## config.mk

```make
export PLATFORM = sky130hd
export DESIGN_NAME = dtcm_arbiter_flat
export DESIGN_NICKNAME = d
export VERILOG_FILES = /design/src/rtl/dtcm_arbiter_if.sv /design/src/rtl/dtcm_arbiter.sv /design/src/flat_wrapper.sv
export SDC_FILE = /design/constraint.sdc
export NUM_CORES = 1
export LEC_CHECK = 0
export CAP_MARGIN = 20
export CORE_AREA = 3 3 119 121
export DETAILED_ROUTE_END_ITERATION = 12
export DIE_AREA = 0 0 122 124
export DONT_BUFFER_PORTS = 1
export PLACE_DENSITY = 0.38
export SLEW_MARGIN = 25
export SYNTH_ARGS = -nofsm -noshare
export SYNTH_HDL_FRONTEND = slang
export SYNTH_SLANG_ARGS = --single-unit
export TNS_END_PERCENT = 100
```

## constraint.sdc

```tcl
create_clock -name clk -period 2 [get_ports clk]
set_input_delay 0.4 -clock clk [delete_from_list [all_inputs] [get_ports clk]]
set_output_delay 0.4 -clock clk [all_outputs]
set_load 0.01 [all_outputs]
```

## src/rtl/dtcm_arbiter_if.sv

```systemverilog
// Bus bundle between the CPU memory stage, the external loader/debug port and the DTCM.
// The arbiter takes the slave view; the requesters and the memory take the master view.
interface dtcm_arbiter_if;
    logic        cpu_en;
    logic        cpu_we;
    logic [3:0]  cpu_be;
    logic [31:0] cpu_addr;
    logic [31:0] cpu_wdata;
    logic        cpu_stall;
    logic        cpu_rvalid;
    logic [31:0] cpu_rdata;

    logic        ext_req;
    logic        ext_we;
    logic [3:0]  ext_be;
    logic [31:0] ext_addr;
    logic [31:0] ext_wdata;
    logic        ext_gnt;
    logic        ext_rvalid;
    logic        ext_err;
    logic [31:0] ext_rdata;

    logic        dtcm_en;
    logic        dtcm_we;
    logic [3:0]  dtcm_be;
    logic [31:0] dtcm_addr;
    logic [31:0] dtcm_wdata;
    logic [31:0] dtcm_rdata;

    modport slave (
        input  cpu_en, cpu_we, cpu_be, cpu_addr, cpu_wdata,
        output cpu_stall, cpu_rvalid, cpu_rdata,
        input  ext_req, ext_we, ext_be, ext_addr, ext_wdata,
        output ext_gnt, ext_rvalid, ext_err, ext_rdata,
        output dtcm_en, dtcm_we, dtcm_be, dtcm_addr, dtcm_wdata,
        input  dtcm_rdata
    );

    modport master (
        output cpu_en, cpu_we, cpu_be, cpu_addr, cpu_wdata,
        input  cpu_stall, cpu_rvalid, cpu_rdata,
        output ext_req, ext_we, ext_be, ext_addr, ext_wdata,
        input  ext_gnt, ext_rvalid, ext_err, ext_rdata,
        input  dtcm_en, dtcm_we, dtcm_be, dtcm_addr, dtcm_wdata,
        output dtcm_rdata
    );
endinterface

```

## src/rtl/dtcm_arbiter.sv

```systemverilog
// Single-port DTCM arbiter: CPU priority with a bounded-wait escape for the external port,
// plus one-cycle read-response ownership tracking and out-of-range external error responses.
module dtcm_arbiter #(
    parameter int unsigned     MAX_WAIT   = 4,
    parameter longint unsigned DTCM_BYTES = 65536
) (
    input  logic          clk,
    input  logic          reset_n,
    dtcm_arbiter_if.slave bus
);
    localparam int unsigned      WW        = $clog2(MAX_WAIT + 1);
    localparam logic [WW-1:0]    WAIT_MAX  = WW'(MAX_WAIT);
    localparam logic [32:0]      ADDR_LIM  = 33'(DTCM_BYTES);

    typedef enum logic [1:0] {
        RSP_NONE,
        RSP_CPU,
        RSP_EXT,
        RSP_EXT_ERR
    } rsp_t;

    logic [WW-1:0] wait_cnt;
    logic [WW-1:0] wait_nxt;
    rsp_t          rsp_own;
    rsp_t          rsp_nxt;
    logic          ext_win;
    logic          cpu_win;
    logic          ext_in_range;

    always_ff @(posedge clk or negedge reset_n) begin
        if (!reset_n) begin
            wait_cnt <= '0;
            rsp_own  <= RSP_NONE;
        end else begin
            wait_cnt <= wait_nxt;
            rsp_own  <= rsp_nxt;
        end
    end

    always_comb begin
        ext_in_range = ({1'b0, bus.ext_addr} < ADDR_LIM);
        ext_win      = bus.ext_req && (!bus.cpu_en || (wait_cnt == WAIT_MAX));
        cpu_win      = bus.cpu_en && !ext_win;

        // Port payload follows the external side only when it wins; otherwise the CPU drives it.
        bus.dtcm_be    = ext_win ? bus.ext_be    : bus.cpu_be;
        bus.dtcm_addr  = ext_win ? bus.ext_addr  : bus.cpu_addr;
        bus.dtcm_wdata = ext_win ? bus.ext_wdata : bus.cpu_wdata;
        bus.dtcm_en    = cpu_win || (ext_win && ext_in_range);
        bus.dtcm_we    = (ext_win ? bus.ext_we : bus.cpu_we) && bus.dtcm_en;

        bus.ext_gnt    = ext_win;
        bus.cpu_stall  = bus.cpu_en && ext_win;

        rsp_nxt = RSP_NONE;
        if (ext_win) begin
            if (!ext_in_range) begin
                rsp_nxt = RSP_EXT_ERR;
            end else if (!bus.ext_we) begin
                rsp_nxt = RSP_EXT;
            end
        end else if (cpu_win && !bus.cpu_we) begin
            rsp_nxt = RSP_CPU;
        end

        wait_nxt = wait_cnt;
        if (!bus.ext_req || ext_win) begin
            wait_nxt = '0;
        end else if (wait_cnt != WAIT_MAX) begin
            wait_nxt = wait_cnt + 1'b1;
        end

        bus.cpu_rvalid = (rsp_own == RSP_CPU);
        bus.ext_rvalid = (rsp_own == RSP_EXT) || (rsp_own == RSP_EXT_ERR);
        bus.ext_err    = (rsp_own == RSP_EXT_ERR);
        bus.cpu_rdata  = bus.dtcm_rdata;
        bus.ext_rdata  = (rsp_own == RSP_EXT_ERR) ? '0 : bus.dtcm_rdata;
    end
endmodule

```

## src/flat_wrapper.sv

```systemverilog
// flat-port wrapper written by rule: the top's interface ports become plain ports
module dtcm_arbiter_flat 
#(
    parameter int unsigned     MAX_WAIT   = 4,
    parameter longint unsigned DTCM_BYTES = 65536
)
  (clk, reset_n, bus_cpu_en, bus_cpu_we, bus_cpu_be, bus_cpu_addr, bus_cpu_wdata, bus_cpu_stall, bus_cpu_rvalid, bus_cpu_rdata, bus_ext_req, bus_ext_we, bus_ext_be, bus_ext_addr, bus_ext_wdata, bus_ext_gnt, bus_ext_rvalid, bus_ext_err, bus_ext_rdata, bus_dtcm_en, bus_dtcm_we, bus_dtcm_be, bus_dtcm_addr, bus_dtcm_wdata, bus_dtcm_rdata);
  dtcm_arbiter_if bus_i ();
  input  logic clk;
  input  logic reset_n;
  input wire logic [$bits(bus_i.cpu_en)-1:0] bus_cpu_en;
  input wire logic [$bits(bus_i.cpu_we)-1:0] bus_cpu_we;
  input wire logic [$bits(bus_i.cpu_be)-1:0] bus_cpu_be;
  input wire logic [$bits(bus_i.cpu_addr)-1:0] bus_cpu_addr;
  input wire logic [$bits(bus_i.cpu_wdata)-1:0] bus_cpu_wdata;
  output wire logic [$bits(bus_i.cpu_stall)-1:0] bus_cpu_stall;
  output wire logic [$bits(bus_i.cpu_rvalid)-1:0] bus_cpu_rvalid;
  output wire logic [$bits(bus_i.cpu_rdata)-1:0] bus_cpu_rdata;
  input wire logic [$bits(bus_i.ext_req)-1:0] bus_ext_req;
  input wire logic [$bits(bus_i.ext_we)-1:0] bus_ext_we;
  input wire logic [$bits(bus_i.ext_be)-1:0] bus_ext_be;
  input wire logic [$bits(bus_i.ext_addr)-1:0] bus_ext_addr;
  input wire logic [$bits(bus_i.ext_wdata)-1:0] bus_ext_wdata;
  output wire logic [$bits(bus_i.ext_gnt)-1:0] bus_ext_gnt;
  output wire logic [$bits(bus_i.ext_rvalid)-1:0] bus_ext_rvalid;
  output wire logic [$bits(bus_i.ext_err)-1:0] bus_ext_err;
  output wire logic [$bits(bus_i.ext_rdata)-1:0] bus_ext_rdata;
  output wire logic [$bits(bus_i.dtcm_en)-1:0] bus_dtcm_en;
  output wire logic [$bits(bus_i.dtcm_we)-1:0] bus_dtcm_we;
  output wire logic [$bits(bus_i.dtcm_be)-1:0] bus_dtcm_be;
  output wire logic [$bits(bus_i.dtcm_addr)-1:0] bus_dtcm_addr;
  output wire logic [$bits(bus_i.dtcm_wdata)-1:0] bus_dtcm_wdata;
  input wire logic [$bits(bus_i.dtcm_rdata)-1:0] bus_dtcm_rdata;
  assign bus_i.cpu_en = bus_cpu_en;
  assign bus_i.cpu_we = bus_cpu_we;
  assign bus_i.cpu_be = bus_cpu_be;
  assign bus_i.cpu_addr = bus_cpu_addr;
  assign bus_i.cpu_wdata = bus_cpu_wdata;
  assign bus_cpu_stall = bus_i.cpu_stall;
  assign bus_cpu_rvalid = bus_i.cpu_rvalid;
  assign bus_cpu_rdata = bus_i.cpu_rdata;
  assign bus_i.ext_req = bus_ext_req;
  assign bus_i.ext_we = bus_ext_we;
  assign bus_i.ext_be = bus_ext_be;
  assign bus_i.ext_addr = bus_ext_addr;
  assign bus_i.ext_wdata = bus_ext_wdata;
  assign bus_ext_gnt = bus_i.ext_gnt;
  assign bus_ext_rvalid = bus_i.ext_rvalid;
  assign bus_ext_err = bus_i.ext_err;
  assign bus_ext_rdata = bus_i.ext_rdata;
  assign bus_dtcm_en = bus_i.dtcm_en;
  assign bus_dtcm_we = bus_i.dtcm_we;
  assign bus_dtcm_be = bus_i.dtcm_be;
  assign bus_dtcm_addr = bus_i.dtcm_addr;
  assign bus_dtcm_wdata = bus_i.dtcm_wdata;
  assign bus_i.dtcm_rdata = bus_dtcm_rdata;
  dtcm_arbiter #(.MAX_WAIT(MAX_WAIT), .DTCM_BYTES(DTCM_BYTES)) u_core (.clk(clk), .reset_n(reset_n), .bus(bus_i));
endmodule
```

==> tab_implementation.tex <==
\begin{tabular}{lr}
\hline
Metric & Value \\
\hline
\multicolumn{2}{l}{\textbf{Cells and area}} \\
\quad Area growth from synthesis to layout & 9.83\% \\
\quad Layout cell share with drive strength beyond 1 & between 60\% and 70\% \\
\quad Sequential Area & 125 um\^{}2 \\
\quad Number of fill cells & approximately 1500 \\
\quad Net count reported at finish & 339 \\
\quad Util after Layout & between 10\% and 20\% \\
\quad Area taken by multi-input logic gates & approximately 0.0014 mm\^{}2 \\
\quad Post-route non-filler standard cell count & approximately 340 \\
\quad Most frequent standard cell in the layout excluding fill and tap cells & sky130\_fd\_sc\_hd\_\_mux2\_4 \\
\quad Commonest cells after routing, fill and taps aside & 69 x sky130\_fd\_sc\_hd\_\_mux2\_4, 32 x sky130\_fd\_sc\_hd\_\_and2\_1, 12 x sky130\_fd\_sc\_hd\_\_buf\_4 \\
\multicolumn{2}{l}{\textbf{Global routing}} \\
\quad Met2 Track Usage GR & 11.2\% \\
\quad Maximum number of pins on one net before global-route repair & 34 \\
\quad GR Util All Layers & between 7 and 8\% \\
\quad Wire length of the first global-routing pass & between 8000 and 9000 um \\
\quad Antenna violations before repair & 1 \\
\quad Overall overflow remaining after global route & 0 \\
\quad Layer carrying the most global-route usage & met2 \\
\quad Vias in the first global route & approximately 1400 \\
\quad Met3 track utilization from global routing & 3.41\% \\
\quad Routing usage on met1 & about 9.2\% \\
\multicolumn{2}{l}{\textbf{Route}} \\
\quad Violation count after the first detailed-route iteration & 52 \\
\quad Via density per instance & roughly 3.9 \\
\quad Antenna viol nets, final & 0 \\
\quad Number of vias after detailed routing & approximately 1300 \\
\quad Number of DRC violations after detailed routing & 0 \\
\quad Post-Route WL & a little under 7000 um \\
\quad Detailed-routing iteration count for the pre-antenna-repair pass & 4 \\
\quad Average wire per cell in the routed design & 19.8 um \\
\multicolumn{2}{l}{\textbf{Die}} \\
\quad Die Y-Extent & around 120 um \\
\quad Effective utilization at floorplan & between 10 and 15\% \\
\quad Placeable core area & around 0.013 mm\^{}2 \\
\quad Die W & roughly 120 um \\
\quad Die Outline Area & approximately 0.015 mm\^{}2 \\
\quad Ports placed on the boundary & approximately 310 \\
\quad \# rows & 42 \\
\multicolumn{2}{l}{\textbf{Yosys}} \\
\quad Number of nets produced by synthesis & 355 \\
\quad Syn\_area\_per\_cell & approximately 11 um\^{}2 \\
\quad YS warnings & 0 \\
\quad Sequential area share after synthesis & roughly 6.3\% \\
\quad \#FFs+latches synth & 5 \\
\quad Synthesized netlist cell count & $\sim$180 \\
\quad Number of unique standard cell types used by synthesis & 25 \\
\quad Cell area after synthesis & between 0.0015 and 0.002 mm\^{}2 \\
\multicolumn{2}{l}{\textbf{Clock tree}} \\
\quad Inserted Clock Buffers & 3 \\
\quad Clock H-tree levels & 1 \\
\quad Clock latency of the later-clocked register in the worst-skew pair & approximately 230 ps \\
\quad Clock tree from TritonCTS & built \\
\quad Maximum clock path buffer count & 2 \\
\quad Clk sinks & 5 \\
\quad Reg clk slew, reported paths & $\sim$30 ps \\
\quad CTS Root Buffer Type & sky130\_fd\_sc\_hd\_\_clkbuf\_16 \\
\multicolumn{2}{l}{\textbf{Placed design}} \\
\quad Post-DP HPWL & between 5000 and 6000 um \\
\quad Port Buffers & 0 \\
\quad Placed Cells & about 330 \\
\quad Routability-driven placement congestion ratio & approximately 0.7 \\
\multicolumn{2}{l}{\textbf{Setup path}} \\
\quad Maximum fanout along the worst path & 7 \\
\quad Critical Path, Cell by Cell & inv\_1, ha\_2, a21bo\_4, nand2\_8, buf\_4, buf\_12, mux2\_4 \\
\quad Cell family with the largest share of critical-path delay & flip-flops \\
\quad Data arrival time at the worst-slack endpoint & $\sim$1700 ps \\
\quad Bufs and invs on worst path & 3 \\
\quad Worst setup path class & flop to output pin \\
\quad Worst stage delay on the critical path & 340 ps \\
\quad Startpoint type of the worst setup path & flop \\
\quad Crit path required time & about 1600 ps \\
\quad Kind of end point of the critical path & output pin \\
\quad Slowest stage cell on the critical path & sky130\_fd\_sc\_hd\_\_dfrtp\_1 \\
\multicolumn{2}{l}{\textbf{Timing}} \\
\quad Peak clock frequency supported by timing & 472 MHz \\
\quad Fin. max-slew vios & 0 \\
\quad Final setup violation count & 70 \\
\quad Relative slew margins & 70.1\% \\
\quad Post-route worst setup slack & -117 ps \\
\quad Unrepaired setup endpoints after global routing & true \\
\quad Worst clock skew & 3.24 ps \\
\quad Final worst path period share & 106\% \\
\quad Setup TNS & -5560 ps \\
\quad Final hold violations & 0 \\
\quad Worst slew pin tran & roughly 440 ps \\
\quad Time the final worst path needs with I/O delays and setup & between 2000 and 2500 ps \\
\multicolumn{2}{l}{\textbf{Power}} \\
\quad Internal power summed over all cells & $\sim$0.63 mW \\
\quad Switch share & just over 30\% \\
\quad Switching power summed over all nets & $\sim$0.28 mW \\
\quad Relative contribution of sequential cells to total power & between 10 and 15\% \\
\quad P per Cell Area & 420 mW/mm\^{}2 \\
\quad Maximum ir drop on the vdd rail & 131 uV \\
\quad Cell leakage power & about 1.0 nW \\
\quad Combinational share of power & about half \\
\quad Clock network fraction of design power & 36.4\% \\
\multicolumn{2}{l}{\textbf{Job}} \\
\quad Max-capacitance violation count & 0 \\
\multicolumn{2}{l}{\textbf{Outcome}} \\
\quad Result of the run & complete, but fails checks \\
\quad Violated checks & negative setup slack \\
\multicolumn{2}{l}{\textbf{Min path}} \\
\quad Class of the tightest hold or removal check & input port to flop \\
\hline
\end{tabular}
cells by family after synthesis:
kind of cell               Yosys count  synth area share [%]
DFF                                  5                  6.34
adders and majority gates            2                  1.27
buffers and inverters               47                  20.9
muxes                               71                  53.5
and+or+nand+nor                     51                  16.6
AOI/OAI and AO/OA                    3                  1.40
repair_timing:
item / CTS / global route
gates cloned: 1 / 1
pin swaps: 2 / 0
resized for setup: 2 / 0
setup endpoints to repair: 70 / 70
buffers inserted: 3 / 4
hold buffers: 1 / 0
endpoints found under the hold margin: 5 / 0
registers in the layout, summed over array words and instances (netlist names):
signal           cells
u_core.rsp_own       2
u_core.wait_cnt      3
layout make-up:
cell class	count	area share, %
flip-flops and latches	5	5.77
repair buffers	22	13.2
well taps	176	10.2
inverters	4	0.808
multi-input cells	127	66.3
clock buffers	4	3.64
diodes	1	0.115
cells in the mapped netlist:
library cell,number,share of area (%)
sky130_fd_sc_hd__mux2_4,69,53
sky130_fd_sc_hd__and2_1,32,10
sky130_fd_sc_hd__buf_4,32,12
sky130_fd_sc_hd__buf_12,7,7.1
sky130_fd_sc_hd__dfrtp_1,5,6.3
sky130_fd_sc_hd__clkbuf_1,4,0.76
sky130_fd_sc_hd__nand2_1,4,0.76
sky130_fd_sc_hd__nor4_1,4,1.3
sky130_fd_sc_hd__inv_1,3,0.57
sky130_fd_sc_hd__ha_1,2,1.3
sky130_fd_sc_hd__mux2i_1,2,1.0
sky130_fd_sc_hd__nor2_1,2,0.38
sky130_fd_sc_hd__a21bo_4,1,0.82
sky130_fd_sc_hd__a21oi_1,1,0.25
sky130_fd_sc_hd__and3_2,1,0.38
sky130_fd_sc_hd__and4_1,1,0.44
sky130_fd_sc_hd__and4_2,1,0.51
sky130_fd_sc_hd__inv_4,1,0.32
sky130_fd_sc_hd__nand2_8,1,1.0
sky130_fd_sc_hd__nand3_1,1,0.25
sky130_fd_sc_hd__nand4_1,1,0.32
sky130_fd_sc_hd__nor2b_1,1,0.32
sky130_fd_sc_hd__nor3b_1,1,0.38
sky130_fd_sc_hd__o22ai_1,1,0.32
sky130_fd_sc_hd__or2b_1,1,0.38
path summary, 6_finish.rpt:
path,cells after the start,end,from,slack (ps)
max in group asynchronous,1,u_core.rsp_own[0],reset_n,1290
min reg2reg,2,u_core.wait_cnt[0],u_core.wait_cnt[0],530
min,1,u_core.rsp_own[1],bus_ext_we,260
max reg2reg,7,u_core.rsp_own[0],u_core.wait_cnt[0],570
max,7,bus_dtcm_wdata[14],u_core.wait_cnt[0],-120
min in group asynchronous,1,u_core.wait_cnt[2],reset_n,490
power by group through the flow:
| stage | sequential, mW | clock, mW | combinational [mW] |
|---|---|---|---|
| 2_1_floorplan | 0.110 | 0 | 0.465 |
| 3_3_place_gp | 0.111 | 0 | 0.443 |
| 3_5_place_dp | 0.111 | 0 | 0.440 |
| 4_1_cts | 0.110 | 0.335 | 0.467 |
| 5_1_grt | 0.111 | 0.344 | 0.501 |
| 6_report | 0.110 | 0.331 | 0.469 |
per-stage QoR:
stage          hold slack [ps]  power, mW  area (um^2)  setup WS [ps]
2_1_floorplan              104      0.574         1970            140
3_3_place_gp               105      0.554         1960            136
3_5_place_dp               105      0.552         1960            115
4_1_cts                    259      0.912         2120           -128
5_1_grt                    268      0.955         2170           -171
6_report                   259      0.910         2170           -117
metal layers:
| metal | vias up | routed length (um) |
|---|---|---|
| met4 | 0 | 49 |
| met1 | 634 | 2470 |
| met2 | 143 | 3430 |
| met3 | 10 | 779 |
| met5 | - | 0 |
| li1 | 549 | - |
Note: power is estimated with default switching activity, not from simulation.
